**config.mk**
```make
export PLATFORM = sky130hd
export DESIGN_NAME = multicycle_controller
export DESIGN_NICKNAME = d
export VERILOG_FILES = /design/src/rtl/multicycle_controller.sv
export SDC_FILE = /design/constraint.sdc
export NUM_CORES = 1
export LEC_CHECK = 0
export ABC_CLOCK_PERIOD_IN_PS = 1900
export CAP_MARGIN = 20
export CORE_MARGIN = 5
export CORE_UTILIZATION = 36
export CTS_BUF_LIST = sky130_fd_sc_hd__clkbuf_8 sky130_fd_sc_hd__clkbuf_16
export CTS_CLUSTER_DIAMETER = 120
export DETAILED_ROUTE_END_ITERATION = 7
export HOLD_SLACK_MARGIN = 0.15
export PLACE_DENSITY = 0.78
export SYNTH_ARGS = -nofsm -noshare
export SYNTH_HDL_FRONTEND = slang
export SYNTH_SLANG_ARGS = --single-unit
```
**constraint.sdc**
```tcl
create_clock -name clk -period 1.9 [get_ports clk]
set_input_delay 0.285 -clock clk [delete_from_list [all_inputs] [get_ports clk]]
set_output_delay 0.285 -clock clk [all_outputs]
set_load 0.02 [all_outputs]
```
**src/rtl/multicycle_controller.sv**
```systemverilog
// Multicycle RV32 subset control FSM: lw 5, sw/R/I/jal 4, beq 3, illegal 2 cycles including FETCH.
// Never stalls; advances every clock. rst returns to FETCH and masks every write strobe and pulse.
module multicycle_controller (
    input  logic       clk,
    input  logic       rst,
    input  logic [6:0] OP,
    input  logic [2:0] funct3,
    input  logic       funct75,
    input  logic       zero,
    output logic       PCWrite,
    output logic       AdrSrc,
    output logic       IRWrite,
    output logic       MemWrite,
    output logic       RegWrite,
    output logic [1:0] ResultSrc,
    output logic [1:0] ALUSrcA,
    output logic [1:0] ALUSrcB,
    output logic [2:0] ALUcon,
    output logic [1:0] ImmSrc,
    output logic [3:0] state,
    output logic       instr_done,
    output logic       illegal_op
);

    typedef enum logic [3:0] {
        S_FETCH    = 4'd0,
        S_DECODE   = 4'd1,
        S_MEMADR   = 4'd2,
        S_MEMREAD  = 4'd3,
        S_MEMWB    = 4'd4,
        S_MEMWRITE = 4'd5,
        S_EXECUTER = 4'd6,
        S_ALUWB    = 4'd7,
        S_EXECUTEI = 4'd8,
        S_JAL      = 4'd9,
        S_BEQ      = 4'd10
    } state_t;

    typedef enum logic [1:0] {
        ALUOP_ADD   = 2'd0,
        ALUOP_SUB   = 2'd1,
        ALUOP_FUNCT = 2'd2
    } aluop_t;

    localparam logic [6:0] OP_LW    = 7'b0000011;
    localparam logic [6:0] OP_SW    = 7'b0100011;
    localparam logic [6:0] OP_RTYPE = 7'b0110011;
    localparam logic [6:0] OP_ITYPE = 7'b0010011;
    localparam logic [6:0] OP_JAL   = 7'b1101111;
    localparam logic [6:0] OP_BEQ   = 7'b1100011;

    state_t     state_q;
    state_t     state_d;
    aluop_t     aluop;
    logic       pc_update;
    logic       branch;
    logic       irwrite_raw;
    logic       memwrite_raw;
    logic       regwrite_raw;
    logic       done_raw;
    logic       illegal_raw;
    logic [2:0] alu_funct;

    always_ff @(posedge clk) begin
        if (rst) begin
            state_q <= S_FETCH;
        end else begin
            state_q <= state_d;
        end
    end

    // OP[5] separates R-type (sub allowed) from I-type (addi has no subi form).
    always_comb begin
        alu_funct = 3'b000;
        case (funct3)
            3'b000:  alu_funct = (OP[5] && funct75) ? 3'b001 : 3'b000;
            3'b010:  alu_funct = 3'b101;
            3'b110:  alu_funct = 3'b011;
            3'b111:  alu_funct = 3'b010;
            default: alu_funct = 3'b000;
        endcase
    end

    always_comb begin
        state_d      = S_FETCH;
        aluop        = ALUOP_ADD;
        pc_update    = 1'b0;
        branch       = 1'b0;
        irwrite_raw  = 1'b0;
        memwrite_raw = 1'b0;
        regwrite_raw = 1'b0;
        done_raw     = 1'b0;
        illegal_raw  = 1'b0;
        AdrSrc       = 1'b0;
        ResultSrc    = 2'b00;
        ALUSrcA      = 2'b00;
        ALUSrcB      = 2'b00;
        case (state_q)
            S_FETCH: begin
                state_d     = S_DECODE;
                irwrite_raw = 1'b1;
                ALUSrcB     = 2'b10;
                ResultSrc   = 2'b10;
                pc_update   = 1'b1;
            end
            S_DECODE: begin
                // Computes the branch/jump target into ALUOut while the opcode is decoded.
                ALUSrcA = 2'b01;
                ALUSrcB = 2'b01;
                case (OP)
                    OP_LW, OP_SW: state_d = S_MEMADR;
                    OP_RTYPE:     state_d = S_EXECUTER;
                    OP_ITYPE:     state_d = S_EXECUTEI;
                    OP_JAL:       state_d = S_JAL;
                    OP_BEQ:       state_d = S_BEQ;
                    default: begin
                        state_d     = S_FETCH;
                        illegal_raw = 1'b1;
                        done_raw    = 1'b1;
                    end
                endcase
            end
            S_MEMADR: begin
                state_d = (OP == OP_LW) ? S_MEMREAD : S_MEMWRITE;
                ALUSrcA = 2'b10;
                ALUSrcB = 2'b01;
            end
            S_MEMREAD: begin
                state_d = S_MEMWB;
                AdrSrc  = 1'b1;
            end
            S_MEMWB: begin
                state_d      = S_FETCH;
                ResultSrc    = 2'b01;
                regwrite_raw = 1'b1;
                done_raw     = 1'b1;
            end
            S_MEMWRITE: begin
                state_d      = S_FETCH;
                AdrSrc       = 1'b1;
                memwrite_raw = 1'b1;
                done_raw     = 1'b1;
            end
            S_EXECUTER: begin
                state_d = S_ALUWB;
                ALUSrcA = 2'b10;
                aluop   = ALUOP_FUNCT;
            end
            S_EXECUTEI: begin
                state_d = S_ALUWB;
                ALUSrcA = 2'b10;
                ALUSrcB = 2'b01;
                aluop   = ALUOP_FUNCT;
            end
            S_ALUWB: begin
                state_d      = S_FETCH;
                regwrite_raw = 1'b1;
                done_raw     = 1'b1;
            end
            S_JAL: begin
                state_d   = S_ALUWB;
                ALUSrcA   = 2'b01;
                ALUSrcB   = 2'b10;
                pc_update = 1'b1;
            end
            S_BEQ: begin
                state_d  = S_FETCH;
                ALUSrcA  = 2'b10;
                aluop    = ALUOP_SUB;
                branch   = 1'b1;
                done_raw = 1'b1;
            end
            default: state_d = S_FETCH;
        endcase
    end

    always_comb begin
        ALUcon = 3'b000;
        case (aluop)
            ALUOP_SUB:   ALUcon = 3'b001;
            ALUOP_FUNCT: ALUcon = alu_funct;
            default:     ALUcon = 3'b000;
        endcase
    end

    always_comb begin
        ImmSrc = 2'b00;
        case (OP)
            OP_SW:   ImmSrc = 2'b01;
            OP_BEQ:  ImmSrc = 2'b10;
            OP_JAL:  ImmSrc = 2'b11;
            default: ImmSrc = 2'b00;
        endcase
    end

    // Strobes are masked combinationally so nothing commits while reset is held.
    assign PCWrite    = ~rst & (pc_update | (branch & zero));
    assign IRWrite    = ~rst & irwrite_raw;
    assign MemWrite   = ~rst & memwrite_raw;
    assign RegWrite   = ~rst & regwrite_raw;
    assign instr_done = ~rst & done_raw;
    assign illegal_op = ~rst & illegal_raw;
    assign state      = state_q;

endmodule

```
==> results.txt <==
GP Congestion - 0.778
largest family of logic cells by synthesized area - simple AND/OR/NAND/NOR gates
io pins - 36
max reg flops - 4
clk slew on worst S/H paths - 40 ps
CP arrival - 1670 ps
H-Tree Level Count - 1
Reg-to-Reg Start - state[0]
1st-pass router iterations - 4
final hold vios - 0
layout cell share with drive strength beyond 1 - 51.9%
leading cell type in the layout, fill and taps excluded - buf_4
CP Class - reg -> out
FF-to-FF path depth - 7
Seq/Total Area, Yosys - 13.6%
Post-route DRC - 0
DR WL/cell - 18.2 um
first-pass GRT wire length - 4800 um
compound-cell area share of the yosys netlist - 19.1%
Critical Path Fanout Max - 5
Final Instance Count excl. Fillers - 172
max-cap viol count - 0
Total Nets Final - 174
failing checks - negative setup slack
Antenna Nets Post-Route - 0
R2R Path End - state[2]
Die Span Y - 50.5 um
die width - 50.5 um
unrepaired setup endpoints after global routing - true
Synth Area in Adders - 6.14%
status - complete, but fails checks
largest net degree at the start of global routing - 8
Avg Cell Area, Syn - 6.79 um^2
dpl ws - -423 ps
Tcrit/Tclk final - 103%
fin util - 90.0%
Syn-to-layout area delta - 132%
main flop type after synthesis - dfxtp_1
dpl hpwl - 1880 um
pwr dens - 342 nW/um^2
I/O Buffers - 35
Post-Syn Area - 591 um^2
setup violators final - 2
Worst VDD drop - 366 uV
Synth Area in Simple Gates - 44.7%
Post-Synth XOR/XNOR Area - 4.45%
max-slew violations - 0
Synth area leaders - dfxtp_1 14%, nor2_1 8.3%, xor2_1 4.4%
Yosys top cell by area - dfxtp_1
most frequent cells in the layout - 33 x buf_4, 13 x clkdlybuf4s50_1, 11 x nor2_1
filler instances - 79
Ant. Diodes - 0
via count - 994
# rows - 14
Synth cell types - 39
DIE AREA - 2550 um^2
fmax - 513 MHz
final WL - 3130 um
area share of the largest cell type after synthesis - 13.6%
starting density of the core - 38.8%
Synth Net Count - 103
vias in the first global route - 1015
Pwr Total - 0.469 mW
setup slack, reg-to-reg - 420 ps
global route overflow - 0
starting DRC count in detailed routing - 30
hold_sp - OP[3]
Clock Sinks - 4
CTS tree - done
EDFF count, synth - 0
Yosys reg bits - 4
Cells after DPL - 166
Hold WC Path Type - in -> reg
clk root buf - clkbuf_8
leakage - 0.612 nW
Min-Delay Path Depth - 5
worst skew pair latency - 220 ps
minimum clock period - 1950 ps
global-route total usage across every layer - 24.0%
critical path capture point type - output pin
Ys Warns - 0
CTS Buf Count - 3
worst-margin pin slew - 476 ps
setup ws final - -50.8 ps
relative slew slack - 67.9%
vias per cell - 5.78
cts hold-fix bufs - 0
Async SR Flop Fraction - 0%
area of the core - 1520 um^2
Syn Inst Count - 87
Bufs on Longest Clock Path - 2
initial antenna violation count - 0
Worst Hold Path EP - state[0]
Setup TNS Final - -98.9 ps
startpoint type of the worst setup path - flip-flop
WP data required - 1620 ps
mux share of post-synthesis cell area - 1.69%
Worst Clk Skew - 1.75 ps
==> through the flow <==
step	area [um^2]	hold slack [ps]
final	1370	687
after detailed placement	1190	650
after global routing	1370	719
after global placement	1190	647
after floorplan	607	449
after CTS	1270	641
==> worst max-delay path: stages (launching register included) <==
cell	delay, ps
dfxtp_4	360
nor2_4	120
nand2_2	90
a21oi_4	210
ha_4	240
inv_4	60
nand4_1	100
nor2_2	140
buf_6	120
==> Yosys cell counts, types with 2 or more instances <==
library cell,instances
ha_1,2
inv_2,3
a21oi_1,5
nand2_1,6
xor2_1,3
nand2b_1,3
and3_1,2
inv_1,5
nor2_1,13
nor3_1,5
a31oi_1,4
dfxtp_1,4
nand3_1,3
nand3b_1,2
nand4_1,3
==> layout make-up <==
type	instances	area, um^2	share of cell area [%]
multi-input cells	71	583	42.5
repair buffers	70	604	44.1
well taps	16	20.0	1.46
clock buffers	3	41.3	3.01
inverters	8	32.5	2.37
flip-flops and latches	4	90.1	6.57
==> worst max path at each step <==
stage	startpoint	to	slack, ps	cells past startpoint
after global routing	state[2]	ALUcon[0]	-140	9
final	state[2]	ALUcon[2]	-50	8
after CTS	state[1]	ALUcon[0]	-50	9
after floorplan	state[3]	ALUcon[2]	20	7
after global placement	OP[4]	instr_done	-390	6
after detailed placement	OP[4]	instr_done	-420	6
==> where the power goes <==
group	total, mW	internal [mW]	switching [mW]
clock network	0.187	0.136	0.0512
logic	0.193	0.0980	0.0952
registers	0.0884	0.0846	0.00383
total	0.469	0.318	0.150
==> logic make-up (layout without fill, tap and decap cells) <==
group	Yosys count	count (layout)
AOI/OAI and AO/OA	17	17
buffers and inverters	12	81
DFF	4	4
muxes	1	1
and+or+nand+nor	47	47
adders and majority gates	3	3
xor gates and xnor gates	3	3
==> per-layer routing <==
metal	vias to the layer above	GRT usage, %	part of all wire, %
met1	452	24.7	35
met3	22	2.66	8.3
met4	0	11.1	4.3
met5	-	0	0
li1	450	-	-
met2	70	46.7	52
==> repair_timing <==
action | CTS | global route
gates resized for setup | 74 | 23
setup buffers | 0 | 3
pin swaps | 7 | 9
endpoints found under the setup margin | 18 | 13
No activity file was read; power rests on OpenSTA's default activity.
